<file path="config.mk">
export PLATFORM = sky130hd
export DESIGN_NAME = mux_arbiter
export DESIGN_NICKNAME = d
export VERILOG_FILES = /design/src/rtl/mux_arb_pkg.sv /design/src/rtl/rr_pick.sv /design/src/rtl/mux_arbiter.sv
export SDC_FILE = /design/constraint.sdc
export NUM_CORES = 1
export LEC_CHECK = 0
export CAP_MARGIN = 20
export CORE_AREA = 3 3 57 59
export CTS_CLUSTER_SIZE = 8
export DETAILED_ROUTE_END_ITERATION = 10
export DIE_AREA = 0 0 60 62
export PLACE_DENSITY = 0.77
export SETUP_SLACK_MARGIN = 0.05
export SLEW_MARGIN = 5
export SYNTH_ARGS = -nofsm -noshare
export SYNTH_HDL_FRONTEND = slang
export SYNTH_SLANG_ARGS = --single-unit
</file>
<file path="constraint.sdc">
create_clock -name clk -period 2.4 [get_ports clk]
set_input_delay 0.24 -clock clk [delete_from_list [all_inputs] [get_ports clk]]
set_output_delay 0.24 -clock clk [all_outputs]
set_load 0.05 [all_outputs]
</file>
<file path="src/rtl/mux_arb_pkg.sv">
// ---------------------------------------------------------------------------
// mux_arb_pkg
// Shared constants for the round-robin mux arbiter slice.
//   STATE_IDLE / STATE_HOLD : output-register state encoding (y_valid == state)
//   DEF_N_REQ / DEF_DATA_W  : default requester count and data word width
//   GNT_ID_W                : width of the winner index (covers up to 8 requesters)
// ---------------------------------------------------------------------------
package mux_arb_pkg;

  localparam int DEF_N_REQ  = 4;
  localparam int DEF_DATA_W = 8;
  localparam int GNT_ID_W   = 3;

  // The encoding is chosen so that the state bit doubles as y_valid.
  localparam logic STATE_IDLE = 1'b0;
  localparam logic STATE_HOLD = 1'b1;

endpackage : mux_arb_pkg

</file>
<file path="src/rtl/rr_pick.sv">
// ---------------------------------------------------------------------------
// rr_pick
// Combinational rotating-priority picker. Returns the first set bit of
// 'eligible' at or above 'ptr', wrapping from N_REQ-1 back to 0.
// Ports:
//   eligible  in  N_REQ     candidate request vector
//   ptr       in  3         index holding highest priority (0..N_REQ-1)
//   winner    out 3         selected index (0 when nothing is eligible)
//   any_valid out 1         at least one eligible bit was found
// ---------------------------------------------------------------------------
module rr_pick
  import mux_arb_pkg::*;
#(
  parameter int N_REQ = DEF_N_REQ
) (
  input  logic [N_REQ-1:0]    eligible,
  input  logic [GNT_ID_W-1:0] ptr,
  output logic [GNT_ID_W-1:0] winner,
  output logic                any_valid
);

  // The wrap is done as two scans: first the indices at or above ptr, then
  // from 0 upward. The second scan only matters when the first found nothing,
  // and since every index below ptr comes before every index at or above it in
  // plain order, it naturally yields the wrapped winner.
  always_comb begin
    winner    = '0;
    any_valid = 1'b0;
    for (int i = 0; i < N_REQ; i++) begin
      if (!any_valid && eligible[i] && (i >= int'(ptr))) begin
        any_valid = 1'b1;
        winner    = GNT_ID_W'(i);
      end
    end
    for (int i = 0; i < N_REQ; i++) begin
      if (!any_valid && eligible[i]) begin
        any_valid = 1'b1;
        winner    = GNT_ID_W'(i);
      end
    end
  end

endmodule : rr_pick

</file>
<file path="src/rtl/mux_arbiter.sv">
// ---------------------------------------------------------------------------
// mux_arbiter
// Round-robin arbiter that registers one requester's data word onto a shared
// output with a valid/ready handshake.
// Ports:
//   clk      in  1              rising-edge clock
//   rst_n    in  1              asynchronous active-low reset
//   req      in  N_REQ          level requests, bit i = requester i
//   din      in  N_REQ*DATA_W   data words, din[i*DATA_W +: DATA_W] = requester i
//   gnt      out N_REQ          one-cycle one-hot grant, registered
//   gnt_id   out 3              index of the requester whose word is on y
//   y        out DATA_W         registered output word
//   y_valid  out 1              y holds a word not yet accepted
//   y_ready  in  1              downstream accepts y when y_valid && y_ready
// ---------------------------------------------------------------------------
module mux_arbiter
  import mux_arb_pkg::*;
#(
  parameter int N_REQ  = DEF_N_REQ,
  parameter int DATA_W = DEF_DATA_W
) (
  input  logic                      clk,
  input  logic                      rst_n,
  input  logic [N_REQ-1:0]          req,
  input  logic [N_REQ*DATA_W-1:0]   din,
  output logic [N_REQ-1:0]          gnt,
  output logic [GNT_ID_W-1:0]       gnt_id,
  output logic [DATA_W-1:0]         y,
  output logic                      y_valid,
  input  logic                      y_ready
);

  logic                state_q, state_d;
  logic [GNT_ID_W-1:0] ptr_q, ptr_d;
  logic [N_REQ-1:0]    gnt_q, gnt_d;
  logic [GNT_ID_W-1:0] gnt_id_q, gnt_id_d;
  logic [DATA_W-1:0]   y_q, y_d;

  logic [N_REQ-1:0]    eligible;
  logic [GNT_ID_W-1:0] winner;
  logic                any_valid;
  logic                load;
  logic [DATA_W-1:0]   win_word;

  // The requester granted last cycle is masked out so it cannot win twice in
  // a row just because its req is still high while it reacts to the grant.
  assign eligible = req & ~gnt_q;

  rr_pick #(
    .N_REQ (N_REQ)
  ) u_rr_pick (
    .eligible  (eligible),
    .ptr       (ptr_q),
    .winner    (winner),
    .any_valid (any_valid)
  );

  // A new word may enter whenever the output register is empty or is being
  // drained on this very edge.
  assign load = ((state_q == STATE_IDLE) || y_ready) && any_valid;

  always_comb begin
    win_word = '0;
    for (int i = 0; i < N_REQ; i++) begin
      if (winner == GNT_ID_W'(i)) begin
        win_word = din[i*DATA_W +: DATA_W];
      end
    end
  end

  // In HOLD without ready everything freezes; in HOLD with ready and nothing
  // to load the register empties but y keeps its stale value.
  always_comb begin
    state_d  = state_q;
    ptr_d    = ptr_q;
    gnt_d    = '0;
    gnt_id_d = gnt_id_q;
    y_d      = y_q;
    if (load) begin
      state_d  = STATE_HOLD;
      y_d      = win_word;
      gnt_id_d = winner;
      for (int i = 0; i < N_REQ; i++) begin
        gnt_d[i] = (winner == GNT_ID_W'(i));
      end
      if (winner == GNT_ID_W'(N_REQ - 1)) begin
        ptr_d = '0;
      end else begin
        ptr_d = winner + GNT_ID_W'(1);
      end
    end else if ((state_q == STATE_HOLD) && y_ready) begin
      state_d = STATE_IDLE;
    end
  end

  always_ff @(posedge clk or negedge rst_n) begin
    if (!rst_n) begin
      state_q  <= STATE_IDLE;
      ptr_q    <= '0;
      gnt_q    <= '0;
      gnt_id_q <= '0;
      y_q      <= '0;
    end else begin
      state_q  <= state_d;
      ptr_q    <= ptr_d;
      gnt_q    <= gnt_d;
      gnt_id_q <= gnt_id_d;
      y_q      <= y_d;
    end
  end

  assign gnt     = gnt_q;
  assign gnt_id  = gnt_id_q;
  assign y       = y_q;
  assign y_valid = (state_q == STATE_HOLD);

endmodule : mux_arbiter

</file>
==> flow_summary.ini, run 1 <==
[global_route]
antenna_found_initial = 0
grt_use_total = 0.172
grt_pass1_vias = 1079
grt_start_max_net_pins = 18
grt_overflow_total = 0
grt_pass1_wl_um = 4750

[final_layout]
sequential_cell_area_um2 = 429
syn_to_final_growth_pct = 54.8
fill_cells = 247
fin_nets = 225
drive_above_1_share = 0.105
multiInputGateArea_um2 = 552
n_antenna_cell = 0

[clocking]
cts_tree = built
clockBufferDepth = 2
cts.htree.levels = 1
clock-sinks = 17
insertion_delay_ns = 0.30
clk_pin_slew_ns = 0.10
clockRootBuffer = clkbuf_4
numCtsBuffers = 3

[synthesis]
syn-num-nets = 171
synth_top_cell_by_area = dfrtp_1
ys_async_sr_fraction = 1.00
synthCells = 128
synth_edf_count = 0
synth_area_mm2 = 0.00109
synth.most_common_cell = a21oi_1
synth_seq_cells = 17
syn_area_per_cell_um2 = 8.51
yosysTopAreaCellShare = 0.390
synthTopCellsByCount = 25 x a21oi_1, 17 x dfrtp_1, 12 x inv_1
yosys_warnings = 0
ys_seq_area_frac = 0.390
yosysUniqueCellTypes = 27
synth_flop_cell = dfrtp_1
ys_top_cells_by_area = dfrtp_1 39%, a21oi_1 11%, a22oi_1 5.5%

[floorplan]
die_y_um = 62
initial_core_util = 0.395
die_w_um = 60
coreArea_mm2 = 0.00276
placementRows = 19
ios = 55
die-area_mm2 = 0.00372

[route]
vias_per_cell = 5.04
ant_nets = 0
drt_iter0_markers = 24
routed_wl_um = 2890
first_pass_iters = 4
route.detailed.drc = 0
wire_per_inst_um = 13.6
vias = 1068

[critical_path]
cp_slowest_cell = dfrtp_2
start_kind = flop
cp-end-kind = flop
crit_chain = nand2b_1 > o32ai_1 > a211oi_2 > buf_4 > ha_1 > buf_12 > a21oi_1 > o21ai_0 > a22oi_1 > a21oi_1
cp_max_fo = 16
setup.worst_path.class = reg -> reg
crit_arrival_ns = 2.37
rrSetupSlack_ns = 0.22
critPathBufInv = 2
crit_family = compound AO/OA/AOI/OAI gates
slowest_delay_ns = 0.42
regToRegEndpoint = y[2]
r2r_cells = 10
r2r-start = gnt[0]
crit_top_cell = a21oi_1
cp.required_ns = 2.59

[pwr]
power_density_mw_per_mm2 = 1300
p_leak_nw = 0.729
ir_drop_uv = 916
power_w = 0.00219

[sta]
clock_skew_ns = 0.00459
slew_viol_final = 0
fmaxAchievable_mhz = 459
worst_pin_slew_ns = 0.746
setup_viol = 0
hold_violations = 0
period_share = 0.909
finalCriticalPeriod_ns = 2.18
slew_headroom = 0.501
rsz0062_at_grt = no
tns_ns = 0

[outcome]
status = complete, no violations

[placement]
hpwl_um = 2260
io_buffers = 53
place.gp.congestion = 0.856

[flow_run]
drv_cap = 0

[hold_path]
hold_class = in -> async
logic make-up after synthesis:
| group | after synthesis | share of synthesized area |
|---|---|---|
| adders and majority gates | 4 | 0.0459 |
| muxes | 3 | 0.0367 |
| other | 1 | 0.00344 |
| and+or+nand+nor | 32 | 0.157 |
| DFF | 17 | 0.390 |
| buffers and inverters | 23 | 0.106 |
| AOI/OAI and AO/OA | 48 | 0.261 |
per-layer routing:
metal  track usage  vias to the layer above  wire length (um)
met5             0                        -                 0
met4        0.0854                        0                55
met3        0.0393                        5               235
met2         0.285                       49              1340
met1         0.212                      474              1250
li1              -                      540                 -
flip-flops by register name, summed over array words and instances, names as in the netlist:
name     cells
gnt          4
gnt_id       2
ptr_q        2
y            8
y_valid      1
area by class of cell:
| cell class | count | area share |
|---|---|---|
| Clock buffer | 4 | 0.0156 |
| Inverter | 12 | 0.0267 |
| Multi-Input combinational cell | 88 | 0.327 |
| Sequential cell | 17 | 0.254 |
| Tap cell | 31 | 0.0230 |
| Timing Repair Buffer | 60 | 0.353 |
placed cells by master (no fill, tap or decap):
| cell type | netlist | final |
|---|---|---|
| clkdlybuf4s50_1 | 0 | 53 |
| a21oi_1 | 25 | 25 |
| dfrtp_1 | 17 | 14 |
| inv_1 | 12 | 12 |
| nand2_1 | 9 | 9 |
| o21ai_0 | 8 | 8 |
| a22oi_1 | 8 | 8 |
| nor2_1 | 8 | 8 |
| buf_4 | 1 | 6 |
| nand2b_1 | 5 | 5 |
| and2_1 | 4 | 4 |
| o22ai_1 | 3 | 3 |
| ha_1 | 4 | 3 |
| clkbuf_4 | 0 | 3 |
| dfrtp_2 | 0 | 3 |
| nor2b_4 | 2 | 2 |
| nor2b_1 | 2 | 2 |
| mux2_4 | 2 | 2 |
| nor3_1 | 1 | 1 |
| o32ai_1 | 1 | 1 |
| a211oi_2 | 1 | 1 |
| o21a_1 | 1 | 1 |
| o41a_1 | 1 | 1 |
| nor4_1 | 1 | 1 |
| mux2i_1 | 1 | 1 |
| ha_2 | 0 | 1 |
| conb_1 | 1 | 1 |
| clkbuf_1 | 4 | 1 |
| buf_12 | 0 | 1 |
repair_timing:
item                       CTS  global route
gates resized for setup      0             1
hold endpoints to repair     0             0
buffers inserted             0             0
hold buffers                 0             0
setup endpoints to repair    0             7
per-stage QoR:
| step | util | cells | worst slack (ns) | cell area (um2) | hold WS, ns |
|---|---|---|---|---|---|
| 3_3_place_gp | 0.601 | 208 | 0.0320 | 1660 | 0.500 |
| 2_1_floorplan | - | 128 | 0.0885 | 1090 | -0.0556 |
| 6_report | 0.612 | 212 | 0.219 | 1690 | 0.375 |
| 3_5_place_dp | 0.601 | 208 | -0.126 | 1660 | 0.516 |
| 5_1_grt | 0.612 | 212 | 0.0903 | 1690 | 0.436 |
| 4_1_cts | 0.611 | 212 | 0.185 | 1680 | 0.407 |
where the power goes:
group	internal, W	switching (W)	total (W)
clock	0.0000648	0.0000918	0.000157
sequential	0.000416	0.0000986	0.000514
combinational	0.000628	0.000892	0.00152
worst max path at each step:
stage                      start    to  slack [ns]  depth (start not counted)
after global placement    req[3]  y[4]        0.03                         10
after floorplan           gnt[1]  y[2]        0.09                         11
after detailed placement  req[3]  y[4]       -0.13                         10
after global routing      gnt[0]  y[5]        0.09                         10
after CTS                 gnt[3]  y[4]        0.18                          9
final                     gnt[0]  y[2]        0.22                         10
Note: power is estimated with default switching activity, not from simulation.
==> inputs of run 2 (changes only) <==
--- a/constraint.sdc
+++ b/constraint.sdc
@@ -3,2 +3,2 @@
 set_output_delay 0.24 -clock clk [all_outputs]
-set_load 0.05 [all_outputs]
+set_load 0.02 [all_outputs]
==> run 2 against run 1 <==
Non-clock buffer count unchanged. Clock skew fell by 0.0025 ns. Critical path depth did not move. Worst hold slack improved by 0.0075 ns. Core utilization fell by 0.091 points. Via count rose by 1.7%. Sequential cell count unchanged. Combinational power fell by 18%. Count of clock-buffer cells in the layout down 1. Maximum frequency up 5.1%. Setup slack gained 0.11 ns. Routed wire length shrank 4.5%. Critical endpoint is now y[3]. Largest cell class unchanged.
==> flow_summary.ini, run 2 (same netlist as run 1, synthesis figures left out) <==
[floorplan]
ios = 55
die_w_um = 60
die_y_um = 62
placementRows = 19
initial_core_util = 0.395
die-area_mm2 = 0.00372
coreArea_mm2 = 0.00276

[final_layout]
mostFrequentLayoutCells = 53 x clkdlybuf4s50_1, 25 x a21oi_1, 17 x dfrtp_1, 12 x inv_1, 9 x nand2_1
fin_nets = 225
syn_to_final_growth_pct = 54.5
drive_above_1_share = 0.0939
n_antenna_cell = 0
largest_register_ffs = 8
final_common_cell = clkdlybuf4s50_1
final_cell_count_no_fill = 212
stdcell_area_mm2 = 0.00168

[critical_path]
cp.required_ns = 2.58
critPathBufInv = 2
crit_arrival_ns = 2.26
slowest_delay_ns = 0.41
cp-end-kind = flop
cp_max_fo = 17
start_kind = flop
crit_top_cell = a21oi_1
crit_chain = nand2b_1 > o32ai_1 > a211oi_2 > buf_4 > ha_1 > buf_12 > a21oi_1 > o21ai_0 > a22oi_1 > a21oi_1
crit_start = gnt[0]
setup.worst_path.class = reg -> reg
cp_slowest_cell = dfrtp_1
crit_family = compound AO/OA/AOI/OAI gates
r2r-start = gnt[0]

[global_route]
grt_overflow_total = 0
met2_usage = 0.259
grt_use_total = 0.162
grt_start_max_net_pins = 18
antenna_found_initial = 0
grt_use_met3 = 0.0537
grt_pass1_wl_um = 4490
grtUsageMet1 = 0.197
grt_pass1_vias = 1041
top_usage_layer = met2

[sta]
fmaxAchievable_mhz = 482
fin_ws_ns = 0.325
tns_ns = 0
hold_slack_ns = 0.383
worst_pin_slew_ns = 0.755
period_share = 0.865
rsz0062_at_grt = no
slew_headroom = 0.495
setup_viol = 0
hold_violations = 0
finalCriticalPeriod_ns = 2.07
clock_skew_ns = 0.00207
slew_viol_final = 0

[pwr]
p_leak_nw = 0.736
power_density_mw_per_mm2 = 1130
ir_drop_uv = 670

[placement]
dp_slack_ns = -0.0402
dpl.cell_count = 208
io_buffers = 53
place.gp.congestion = 0.910
placed_area_mm2 = 0.00165
hpwl_um = 2140

[outcome]
status = complete, no violations

[route]
first_pass_iters = 4
wire_per_inst_um = 13.0
routed_wl_um = 2760
vias_per_cell = 5.12
vias = 1086
route.detailed.drc = 0
drt_iter0_markers = 39
ant_nets = 0

[clocking]
cts.htree.levels = 1
numCtsBuffers = 3
insertion_delay_ns = 0.29
holdBufCountCts = 0
post_cts_buffers = 0
cts_resized = 0
cts_tree = built
clk_pin_slew_ns = 0.10
clockRootBuffer = clkbuf_4
clock-sinks = 17
clockBufferDepth = 2

[flow_run]
drv_cap = 0

[hold_path]
hold_class = in -> async
-- run 2: report_power, final --
group / internal, W / switching [W]
clock: 0.0000620 / 0.0000947
sequential: 0.000413 / 0.0000918
combinational: 0.000622 / 0.000627
-- run 2: final cells by class --
| type | count | area [um2] |
|---|---|---|
| inverters | 12 | 45.0 |
| clock inverters | 1 | 5.00 |
| multi-input cells | 88 | 552 |
| well taps | 31 | 38.8 |
| flip-flops and latches | 17 | 425 |
| clock buffers | 3 | 22.5 |
| fillers | 234 | 1070 |
| repair buffers | 60 | 596 |
-- run 2: routing by layer --
| metal | part of all wire | routed length, um | vias to the layer above |
|---|---|---|---|
| li1 | - | - | 537 |
| met1 | 0.44 | 1200 | 488 |
| met2 | 0.45 | 1240 | 57 |
| met3 | 0.10 | 285 | 4 |
| met4 | 0.0091 | 25 | 0 |
| met5 | 0 | 0 | - |
-- run 2: metrics by stage --
stage                     total power [W]  utilization
after floorplan                   0.00126            -
after global routing              0.00208        0.611
after CTS                         0.00192        0.610
after detailed placement          0.00175        0.600
after global placement            0.00172        0.600
final                             0.00191        0.611
-- run 2: path summary, 6_finish.rpt --
check	to	slack, ns	cells after the start
min reg2reg	gnt_id[0]	0.53	1
min	gnt_id[0]	0.38	1
max reg2reg	y[3]	0.33	10
max in group asynchronous	gnt[1]	1.55	1
max	y[3]	0.33	10
min in group clk	gnt_id[0]	0.53	1
==> inputs of run 3 (changes only) <==
CORE_AREA = 3 3 73 47   (was 3 3 57 59)
DIE_AREA = 0 0 76 50   (was 0 0 60 62)
SETUP_SLACK_MARGIN = 0.15   (was 0.05)
==> run 3 against run 2 <==
Via count increased by 1.4%. Critical path type unchanged. Die area up 2.2%. Routed wire length rose by 13%. Sequential cell count is the same. Sequential share of layout area fell by 0.51 points. Largest cell class unchanged. Critical path depth unchanged. Cell count up 4.7%. Power is 6.0% higher. Maximum frequency decreased by 1.4%. Count of clock-buffer cells in the layout stayed put.
==> flow_summary.ini, run 3 (same netlist as run 1, synthesis figures left out) <==
[critical_path]
path_depth = 10
crit_arrival_ns = 2.21
slowest_delay_ns = 0.39
rrSetupSlack_ns = 0.30
cp.required_ns = 2.51
regToRegEndpoint = y[4]
start_kind = flop
cp_slowest_cell = dfrtp_1
setup.worst_path.class = reg -> reg
cp-end-kind = flop
crit_start = gnt[0]
r2r_cells = 10
crit_top_cell = a21oi_1
cp_max_fo = 17
crit_chain = nand2b_1 > o32ai_2 > a211oi_2 > buf_4 > ha_1 > buf_12 > a21oi_1 > o21ai_0 > a22oi_1 > a21oi_1
critPathBufInv = 2
endpoint = y[4]
r2r-start = gnt[0]
crit_family = compound AO/OA/AOI/OAI gates

[clocking]
post_cts_buffers = 0
insertion_delay_ns = 0.26
cts_tree = built
cts.htree.levels = 1
clockBufferDepth = 2
clock-sinks = 17
numCtsBuffers = 3
clk_pin_slew_ns = 0.07
clockRootBuffer = clkbuf_8
holdBufCountCts = 0

[sta]
setup_viol = 0
tns_ns = 0
hold_violations = 0
slew_viol_final = 0
fmaxAchievable_mhz = 475
clock_skew_ns = 0.00648
finalCriticalPeriod_ns = 2.10
slew_headroom = 0.478
period_share = 0.877
rsz0062_at_grt = no
worst_pin_slew_ns = 0.781

[final_layout]
fill_cells = 242
mostFrequentLayoutCells = 53 x clkdlybuf4s50_1, 25 x a21oi_1, 17 x dfrtp_1, 12 x inv_1, 9 x nand2_1
final_common_cell = clkdlybuf4s50_1
n_antenna_cell = 0
syn_to_final_growth_pct = 57.7
post-route-util = 0.607
largest_register_ffs = 8
drive_above_1_share = 0.100
fin_nets = 224

[route]
wl_met3_um = 174
top_layer = met4
met1Wirelength_um = 1450
drt_iter0_markers = 75
vias_per_cell = 4.96
vias = 1101
route.detailed.drc = 0
routed_wl_um = 3120
wire_per_inst_um = 14.0
first_pass_iters = 4
wl_met2_um = 1480
ant_nets = 0

[floorplan]
die-area_mm2 = 0.00380
ios = 55
die_y_um = 50
coreArea_mm2 = 0.00283
placementRows = 15
die_w_um = 76
initial_core_util = 0.385

[global_route]
antenna_found_initial = 0
grt_start_max_net_pins = 18
grt_overflow_total = 0
grt_pass1_vias = 1052
grt_use_total = 0.163
grt_pass1_wl_um = 4980

[placement]
io_buffers = 53
hpwl_um = 2430
place.gp.congestion = 0.890

[pwr]
p_leak_nw = 0.740
ir_drop_uv = 678
power_w = 0.00202
power_density_mw_per_mm2 = 1180

[hold_path]
hold_class = in -> async

[flow_run]
drv_cap = 0

[outcome]
status = complete, no violations
[run 3: layer usage]
layer  up-vias  GRT usage
met5         -          0
met4         0     0.0211
met3         4     0.0529
met2        41      0.266
met1       519      0.218
li1        537          -
[run 3: where the power goes]
part	leakage (nW)	switching, W	total (W)	internal (W)
registers	0.203	0.0000996	0.000514	0.000414
clock network	0.0255	0.000103	0.000218	0.000115
logic	0.511	0.000664	0.00129	0.000628
[run 3: what timing repair did]
item,CTS,global route
setup endpoints to repair,0,7
gates resized for setup,0,3
hold endpoints to repair,0,0
[run 3: through the flow]
step / hold slack (ns) / instance area [um2] / instances / setup slack (ns)
after floorplan: -0.0556 / 1090 / 128 / 0.189
after global placement: 0.490 / 1660 / 218 / 0.0575
after detailed placement: 0.504 / 1660 / 218 / -0.0682
after CTS: 0.477 / 1710 / 222 / 0.199
after global routing: 0.507 / 1720 / 222 / 0.158
final: 0.439 / 1720 / 222 / 0.296
[run 3: area by class of cell]
type / instances / area [um2] / share of cell area
tap: 42 / 52.6 / 0.0306
sequential: 17 / 425 / 0.247
clock buffer: 3 / 41.3 / 0.0240
multi-input combinational: 88 / 562 / 0.327
clock inverter: 1 / 5.00 / 0.00291
inverter: 12 / 45.0 / 0.0262
timing repair buffer: 59 / 588 / 0.342
[run 3: worst min-delay path by stage]
stage | from | end | slack [ns] | depth (start not counted)
floorplan | rst_n | gnt[0] | -0.06 | 0
global placement | y_valid | y_valid | 0.49 | 2
detailed placement | y_valid | y_valid | 0.50 | 2
CTS | rst_n | y[5] | 0.48 | 1
global route | rst_n | y[5] | 0.51 | 1
finish | rst_n | gnt[2] | 0.44 | 1
==> RTL edit 1: new RTL, settings of run 1 <==
Set the package constant `DEF_DATA_W` to 10 (it was 8).
--- a/src/rtl/mux_arb_pkg.sv
+++ b/src/rtl/mux_arb_pkg.sv
@@ -10,3 +10,3 @@
   localparam int DEF_N_REQ  = 4;
-  localparam int DEF_DATA_W = 8;
+  localparam int DEF_DATA_W = 10;
   localparam int GNT_ID_W   = 3;
Ports: changed (resized din and y); port bits go from 55 to 65. The function was not compared with the original's and may differ.
==> RTL edit 1 against run 1 <==
Via count increased by 25%. Sequential cell count rose by 2. Largest power group unchanged. Routed wire length increased by 19%. Largest cell class unchanged. Total power grew 16%. Cell area rose by 19%. Setup slack worse by 0.020 ns. Die area is the same. Clock power is 6% higher. Area after synthesis rose by 13%. Final cell count is 19% higher.
==> RTL edit 1: results (changes against run 1) <==
critical_path:
  path_class: "input port to flip-flop"
  arrival_ns: 2.39  # +0.02 ns
power:
  p_leak_nw: 0.889  # +22%
  powerComb_mw: 1.82  # +20%
yosys:
  synth_common_cells: "30 x a21oi_1, 19 x dfrtp_1, 14 x inv_1, 14 x nand2_1, 13 x o21ai_0"
  syn_inst: 149  # +16%
  muxShareOfSynthArea: 0  # -0.0367
  syn-num-nets: 200  # +17%
  synthAdderAreaFrac: 0.0407  # -0.00519
  synth_area_um2: 1230  # +13%
  synth_compound_area_frac: 0.312  # +0.0510
timing:
  worst_pin_slew_ns: 0.544  # -0.202 ns
  whs_ns: 0.268  # -0.107 ns
  setup_slack_ns: 0.199  # -0.0203 ns
  clock_skew_ns: 0.00289  # -0.00171 ns
placed_design:
  gp_congestion: 0.919  # +7.4%
  preCtsSetupSlack_ns: -0.147  # -0.0205 ns
  placedCellCount: 247  # +19%
layout:
  drive_above_1_share: 0.122  # +0.0172
  seq_share: 0.237  # -0.0177
  num-fill-cells: 211  # -15%
  num-multi-input-gates: 106  # +20%
  nonClkBufAreaFrac: 0.376  # +0.0232
  final_area_um2: 2010  # +19%
  signal_buffers: 78  # +30%
run_status:
  status: "finished clean"
drt:
  drtIter0Drc: 52  # +120%
  viasPerCell: 5.30  # +5.2%
clocking:
  cts.sinks: 19  # +2
## RTL edit 1: changes by cell type in the layout (fill, tap and decap cells not counted), moves of 5 or more
cell / delta
o21ai_0: +5
clkdlybuf4s50_1: +10
dfrtp_1: +5
a21oi_1: +5
buf_4: +8
nand2_1: +5
## RTL edit 1: what timing repair did
action	in CTS	in global routing
endpoints found under the setup margin	0	10
resized for setup	0	4
setup buffers	0	1
## RTL edit 1: routing by layer
metal,vias to the layer above,routed length (µm),track usage
li1,658,-,-
met5,-,0,0
met1,616,1480,0.239
met3,2,296,0.0413
met4,0,25,0.0854
met2,60,1630,0.341
## RTL edit 1: logic make-up (layout without fill, tap and decap cells)
logic type | Yosys count | count (layout)
fa+ha+maj | 4 | 4
simple gates | 39 | 39
compound gates | 62 | 62
buf+inv | 24 | 96
other cells | 1 | 1
flops | 19 | 19
==> RTL edit 2: new RTL, flow settings as in run 1 <==
Without the edit above. `y_q` no longer has a reset.
--- a/src/rtl/mux_arbiter.sv
+++ b/src/rtl/mux_arbiter.sv
@@ -101,3 +101,2 @@
       gnt_id_q <= '0;
-      y_q      <= '0;
     end else begin
@@ -107,4 +106,7 @@
       gnt_id_q <= gnt_id_d;
-      y_q      <= y_d;
     end
+  end
+
+  always_ff @(posedge clk) begin
+    y_q <= y_d;
   end
Formal check against the unedited RTL: not equivalent (Yosys sat finds a counterexample within 4 cycles, from zero or initial values and one cycle with rst_n low).
==> RTL edit 2 against run 1 <==
Final cell count shrank 12%. Setup slack lost 0.12 ns. Area after synthesis shrank 6.4%. Combinational power shrank 9%. Sequential cell count is the same. Cell area shrank 0.74%. Routed wire length shrank 6.6%. Worst hold slack lost 0.14 ns. Total power shrank 4.9%. Critical path type unchanged. Highest routed layer unchanged.
==> RTL edit 2: results (changes against run 1) <==
run_status:
  status: "finished clean"
timing:
  clock_skew_ns: 0.00300  # -0.00160 ns
  worst_pin_slew_ns: 0.527  # -0.218 ns
  hold_viol: 0  # unchanged
drt:
  routed.top_layer: "met4"
  viasPerCell: 5.09  # +1.1%
  first_pass_iters: 4  # unchanged
  wl_met3_um: 139  # -41%
  drtIter0Drc: 14  # -42%
  wl_met1_um: 1040  # -17%
  routed-wl-met2_um: 1440  # +7.0%
  finalWirelength_um: 2700  # -6.6%
yosys:
  synth_common_cells: "10 x nand2_1, 10 x nor2b_1, 9 x dfrtp_1"
  seq_area_frac_synth: 0.456  # +0.0661
  synth-async-reset-ratio: 0.529  # -0.471
  ys_types: 30  # +11%
  synth_area_leaders: "edfxtp_1 24%, dfrtp_1 22%, nor2b_1 6.1%"
  synth_edf_count: 8  # +8
  synthFlopType: "dfrtp_1"
  syn_area_per_cell_um2: 11.0  # +29%
  syn-num-nets: 136  # -20%
layout:
  drive_above_1_share: 0.161  # +0.0563
  num-fill-cells: 241  # -2.4%
  nNetsFinal: 199  # -12%
  n_antenna_cell: 0  # unchanged
  stdcell_count: 186  # -12%
  largest_reg_flops: 8  # unchanged
placed_design:
  placedCellCount: 181  # -13%
  place_hpwl_um: 2260  # about the same
  dpl_cell_area_um2: 1640  # -1.3%
  gp_congestion: 0.840  # -1.9%
clocking:
  clk_pin_slew_ns: 0.10  # about the same
  clk_path_buf_depth: 2  # unchanged
  h-tree-depth: 1  # unchanged
  numCtsBuffers: 3  # unchanged
  cts-root-buf: "clkbuf_4"
critical_path:
  reg2reg_depth: 10  # unchanged
  arrival_ns: 2.35  # -0.02 ns
  cp_max_fo: 10  # -6
grt:
  grt_usage: 0.151  # -0.0218
  antenna_found_initial: 0  # unchanged
  grt_pass1_vias: 919  # -15%
  grt_pass1_wl_um: 4070  # -14%
power:
  powerDensity_nw_per_um2: 1240  # -4.2%
  peakVddDrop_mv: 0.894  # -2.4%
  p_leak_nw: 0.664  # -8.9%
[RTL edit 2: changes by cell type after synthesis, sizes merged, moves of 5 or more]
cell and change:
a21oi -23, nor2b +7, dfrtp -8, nor2 -8, a22oi -8, a221oi +7, edfxtp +8, o31ai +7
inv -8, o21ai -5, buf -6
[RTL edit 2: worst paths after layout]
path / startpoint / end / slack (ns)
max: gnt[1]$_DFF_PN0_ / y[2]$_DFFE_PP_ / 0.1
min: rst_n / gnt[1]$_DFF_PN0_ / 0.24
max reg2reg: gnt[1]$_DFF_PN0_ / y[2]$_DFFE_PP_ / 0.1
min reg2reg: gnt_id[0]$_DFFE_PN0P_ / gnt_id[0]$_DFFE_PN0P_ / 0.53
max in group asynchronous: rst_n / gnt[0]$_DFF_PN0_ / 1.85
min in group clk: gnt_id[0]$_DFFE_PN0P_ / gnt_id[0]$_DFFE_PN0P_ / 0.53
[RTL edit 2: area by class of cell]
class | count | area share
Multi-Input combinational cell | 67 | 0.310
Clock buffer | 3 | 0.0135
Timing Repair Buffer | 63 | 0.362
Sequential cell | 17 | 0.280
Inverter | 4 | 0.00897
Clock inverter | 1 | 0.00299
Tap cell | 31 | 0.0232
[RTL edit 2: logic make-up after synthesis]
group / after synthesis / share of synthesized area
simple gates: 34 / 0.210
compound gates: 25 / 0.205
flops: 17 / 0.456
buf+inv: 9 / 0.0368
fa+ha+maj: 4 / 0.0491
mux: 3 / 0.0393
other cells: 1 / 0.00368
[RTL edit 2: critical path, cell delays in order, from the launching register on]
cell and delay (ns):
dfrtp_1 0.41, and2b_1 0.25, o32ai_1 0.11, a211oi_2 0.29, buf_4 0.17, ha_1 0.18, buf_4 0.18, nand3b_1 0.12
a21oi_1 0.07, a21oi_1 0.20, o21ai_1 0.08
[RTL edit 2: timing repair]
action	in CTS	in global routing
hold endpoints to repair	0	0
buffers inserted	0	1
setup endpoints to repair	0	7
gates resized for setup	0	1
[RTL edit 2: power by group]
part | switching, mW | total [mW] | internal [mW]
clock network | 0.0862 | 0.148 | 0.0619
registers | 0.0663 | 0.544 | 0.478
logic | 0.802 | 1.39 | 0.590
total | 0.955 | 2.08 | 1.13
[RTL edit 2: per-layer routing]
metal	vias up	GRT usage
met4	0	0.108
met2	30	0.261
met1	442	0.174
li1	468	-
met5	-	0
met3	7	0.0165
[RTL edit 2: through the flow]
step | power (mW) | setup WS, ns
2_1_floorplan | 1.46 | 0.0914
4_1_cts | 2.08 | 0.115
3_3_place_gp | 1.90 | -0.0834
6_report | 2.08 | 0.0980
5_1_grt | 2.22 | 0.0177
3_5_place_dp | 1.93 | -0.190
